## config.mk

```make
export PLATFORM = sky130hd
export DESIGN_NAME = rr_mux_arbiter
export DESIGN_NICKNAME = d
export VERILOG_FILES = /design/src/rtl/rr_mux_arbiter.sv
export SDC_FILE = /design/constraint.sdc
export NUM_CORES = 1
export LEC_CHECK = 0
export BUFFER_PORTS_ARGS = -buffer_cell sky130_fd_sc_hd__buf_2
export CAP_MARGIN = 10
export CORE_MARGIN = 2
export CORE_UTILIZATION = 40
export DETAILED_ROUTE_END_ITERATION = 16
export PLACE_DENSITY = 0.83
export SYNTH_ARGS = -nofsm -noshare
export SYNTH_HDL_FRONTEND = slang
export SYNTH_SLANG_ARGS = --single-unit
```

## constraint.sdc

```tcl
create_clock -name clk -period 3 [get_ports clk]
set_input_delay 0.3 -clock clk [delete_from_list [all_inputs] [get_ports clk]]
set_output_delay 0.3 -clock clk [all_outputs]
set_load 0.1 [all_outputs]
```

## src/rtl/rr_mux_arbiter.sv

```systemverilog
// Round-robin 4:1 grant/select with bursts of up to MAX_BURST beats; grant 1 cycle after request, one dead IDLE cycle between grants.
// Backpressure: out_ready low stalls the burst with grant, select and beat count held; dropping req[k] ends the grant.
`timescale 1ns/1ps
module rr_mux_arbiter #(
    parameter int WIDTH     = 8,
    parameter int MAX_BURST = 4
) (
    input  logic             clk,
    input  logic             rst_n,
    input  logic [3:0]       req,
    input  logic [WIDTH-1:0] in_1,
    input  logic [WIDTH-1:0] in_2,
    input  logic [WIDTH-1:0] in_3,
    input  logic [WIDTH-1:0] in_4,
    input  logic             out_ready,
    output logic [WIDTH-1:0] out,
    output logic             out_valid,
    output logic             last,
    output logic [3:0]       gnt,
    output logic             s1,
    output logic             s0
);
    localparam int            CW       = (MAX_BURST > 1) ? $clog2(MAX_BURST) : 1;
    localparam logic [CW-1:0] CNT_LAST = CW'(MAX_BURST - 1);
    localparam logic [0:0]    IDLE     = 1'b0;
    localparam logic [0:0]    BUSY     = 1'b1;

    logic [0:0]    state_q, state_d;
    logic [3:0]    gnt_q, gnt_d;
    logic [1:0]    sel_q, sel_d;
    logic [1:0]    ptr_q, ptr_d;
    logic [CW-1:0] cnt_q, cnt_d;

    logic       busy;
    logic       xfer;
    logic       rel;
    logic [1:0] pick;
    logic       found;

    assign busy      = (state_q == BUSY);
    assign out_valid = busy & req[sel_q];
    assign last      = out_valid & (cnt_q == CNT_LAST);
    assign xfer      = out_valid & out_ready;
    // A dropped request ends the grant just like the final beat does.
    assign rel       = busy & (~req[sel_q] | (xfer & last));
    assign gnt       = gnt_q;
    assign s1        = sel_q[1];
    assign s0        = sel_q[0];

    always_comb begin
        pick  = ptr_q;
        found = 1'b0;
        for (int i = 0; i < 4; i++) begin
            if (!found && req[ptr_q + 2'(i)]) begin
                pick  = ptr_q + 2'(i);
                found = 1'b1;
            end
        end
    end

    always_comb begin
        out = '0;
        if (busy) begin
            case (sel_q)
                2'd0:    out = in_1;
                2'd1:    out = in_2;
                2'd2:    out = in_3;
                default: out = in_4;
            endcase
        end
    end

    always_comb begin
        state_d = state_q;
        gnt_d   = gnt_q;
        sel_d   = sel_q;
        ptr_d   = ptr_q;
        cnt_d   = cnt_q;
        if (!busy) begin
            if (found) begin
                state_d = BUSY;
                gnt_d   = 4'b0001 << pick;
                sel_d   = pick;
                cnt_d   = '0;
            end
        end else if (rel) begin
            state_d = IDLE;
            gnt_d   = '0;
            sel_d   = '0;
            cnt_d   = '0;
            ptr_d   = sel_q + 2'd1;
        end else if (xfer) begin
            cnt_d = cnt_q + 1'b1;
        end
    end

    always_ff @(posedge clk or negedge rst_n) begin
        if (!rst_n) begin
            state_q <= IDLE;
            gnt_q   <= '0;
            sel_q   <= '0;
            ptr_q   <= '0;
            cnt_q   <= '0;
        end else begin
            state_q <= state_d;
            gnt_q   <= gnt_d;
            sel_q   <= sel_d;
            ptr_q   <= ptr_d;
            cnt_q   <= cnt_d;
        end
    end
endmodule

```

==> results.py <==
metrics = {
    "job": {
        "cap_violations": 0,
    },
    "placed_design": {
        "place_inst": 176,
        "globalplace.congestion": 0.7672,
        "hpwl_um": 1968,
        "placed_cell_area_mm2": 0.001180,
        "io_buffers": 54,
    },
    "synthesis": {
        "synthTopCellsByCount": "12 x nand2_1, 11 x dfrtp_1, 8 x a222oi_1, 8 x and2_1, 7 x o21ai_0",
        "yosysMostFrequentCell": "nand2_1",
        "synth_top_area_share_pct": 30.81,
        "ys_seq_area_share_pct": 30.81,
        "syn-num-nets": 143,
        "syn_area_per_cell_um2": 9.024,
        "ys.warnings.count": 0,
        "synthArstFlopShare_pct": 100.0,
        "syn_area_um2": 893.4,
        "ys_ff_latch": 11,
        "yosys-top-cells-area": "dfrtp_1 31%, a222oi_1 9.0%, ha_1 7.0%",
        "syn_inst": 99,
        "synth_largest_area_cell": "dfrtp_1",
        "ys_types": 31,
        "ys.flop_type": "dfrtp_1",
        "synth_edf_count": 0,
    },
    "worst_setup_path": {
        "arrival_ns": 2.06,
        "crit_fanout": 16,
        "startpoint": "sel_q[0]$_DFFE_PN0P_",
        "cp.required_ns": 2.70,
        "start_kind": "flip-flop",
        "r2r_cells": 4,
        "reg2reg_to": "sel_q[0]$_DFFE_PN0P_",
        "r2r-start": "sel_q[0]$_DFFE_PN0P_",
        "rrSetupSlack_ns": 1.31,
        "critPathKind": "flip-flop to output port",
        "end_kind": "output port",
    },
    "layout": {
        "syn_to_final_growth_pct": 36.13,
        "stdcell_count": 181,
        "final_cell_area_mm2": 0.001216,
        "num_antenna_cells": 0,
        "drive_gt1_share_pct": 44.44,
        "nets": 198,
    },
    "floorplan": {
        "ios": 55,
        "die_w_um": 51.26,
        "die_h_um": 51.26,
        "num_rows": 17,
        "core-area_mm2": 0.002170,
        "initial_core_util_pct": 41.18,
        "fp.dieArea_mm2": 0.002628,
    },
    "detailed_routing": {
        "drc": 0,
        "antenna_left": 0,
        "vias": 1013,
        "routed_wl_um": 2481,
        "wl_per_cell_um": 13.71,
        "drt_iter0_markers": 35,
        "via_per_inst": 5.597,
        "firstDrtPassIters": 4,
    },
    "cts": {
        "cts_sinks": 11,
        "path_clk_slew_ns": 0.07,
        "cts_tree": "yes",
        "root_buffer": "clkbuf_4",
        "htree_levels": 1,
        "clock_path_buffers": 2,
        "cts_buffers": 3,
        "clk_latency_ns": 0.26,
    },
    "sta": {
        "slew_headroom_pct": 67.29,
        "holdWs_ns": 0.4167,
        "setup_tns_ns": 0,
        "fin_crit_ns": 2.365,
        "final-setup-viol-count": 0,
        "fin_crit_sh_pct": 78.83,
        "drv_slew": 0,
        "worst_pin_slew_ns": 0.4906,
        "finalHoldViolations": 0,
        "fin_worst_skew_ns": 0.001132,
        "fmax_ghz": 0.4229,
        "grt_setup_unrepaired": "no",
    },
    "grt": {
        "grt_overflow": 0,
        "antenna_found_initial": 0,
        "grt_pass1_wl_um": 3912,
        "grt_usage_pct": 19.41,
        "grt_max_degree": 17,
        "grt_pass1_vias": 931,
    },
    "worst_hold_path": {
        "hold_class": "input port to asynchronous set/reset pin",
    },
    "status": {
        "status": "finished, final reports clean",
    },
}
[per-stage QoR]
| stage | setup slack [ns] | util, % |
|---|---|---|
| 6_report | 0.6351 | 56.06 |
| 5_1_grt | 0.4161 | 56.06 |
| 4_1_cts | 0.6251 | 56.06 |
| 3_5_place_dp | 0.9390 | 54.38 |
| 3_3_place_gp | 1.004 | 54.38 |
| 2_1_floorplan | 0.1500 | - |
[cell usage in the layout (no fill, tap or decap), drive strengths merged]
cell         count
clkbuf           4
o221a            1
a21boi           1
nor4             1
o221ai           1
dlygate4sd3      1
a222oi           8
and2             8
nor2b            2
or2b             1
nand2           13
a21o             1
a22o             3
a21oi            4
dfrtp           11
mux4             1
or2              1
and3             1
o21a             1
o22ai            1
ha               5
mux2             1
nor2             3
nor3b            1
a32o             4
buf             54
inv              6
o21ai           14
[worst max-delay path, cell delays in order (launching register included)]
cell     delay, ns
dfrtp_1       0.49
ha_1          0.52
nand2_1       0.11
o21ai_1       0.11
and2_1        0.15
buf_2         0.42
[worst max-delay path by stage]
stage / depth (start not counted) / slack (ns) / endpoint
after detailed placement: 5 / 0.94 / out[1]
final: 5 / 0.64 / out[1]
after global placement: 6 / 1.00 / out[0]
after CTS: 5 / 0.63 / out[1]
after global routing: 6 / 0.42 / out[7]
after floorplan: 5 / 0.15 / out[3]
[cells by family (layout without fill, tap and decap cells)]
kind of cell | count (synthesis) | in the layout | synth area share, %
AOI/OAI and AO/OA | 39 | 39 | 34.32
adders and majority gates | 5 | 5 | 7.003
buffers and inverters | 11 | 65 | 4.622
DFF | 11 | 11 | 30.81
muxes | 2 | 2 | 4.201
and+or+nand+nor | 31 | 31 | 19.05
[registers in the layout, indices dropped and copies added (netlist names)]
name	cells
busy	1
gnt	4
sel_q	2
cnt_q	2
ptr_q	2
[timing repair]
| action | CTS | global route |
|---|---|---|
| hold buffers | 1 | 0 |
| endpoints found under the hold margin | 11 | 0 |
| buffers inserted | 0 | 0 |
| resized for setup | 0 | 0 |
[cell type report]
| type | instances | area (µm²) |
|---|---|---|
| fillers | 211 | 953.4 |
| multi-input cells | 77 | 576.8 |
| repair buffers | 55 | 280.3 |
| flip-flops and latches | 11 | 275.3 |
| well taps | 28 | 35.03 |
| clock buffers | 4 | 26.28 |
| inverters | 6 | 22.52 |
[routing by layer]
metal,vias to the layer above,wire (µm),global-route usage (%)
met1,472,945,21.88
li1,484,-,-
met5,-,0,0
met4,0,0,6.579
met3,0,270,5.263
met2,57,1265,35.06
Power is left out: the tool's default activity adds up to more than one toggle a clock period on the data nets, which glitch-free logic cannot reach.
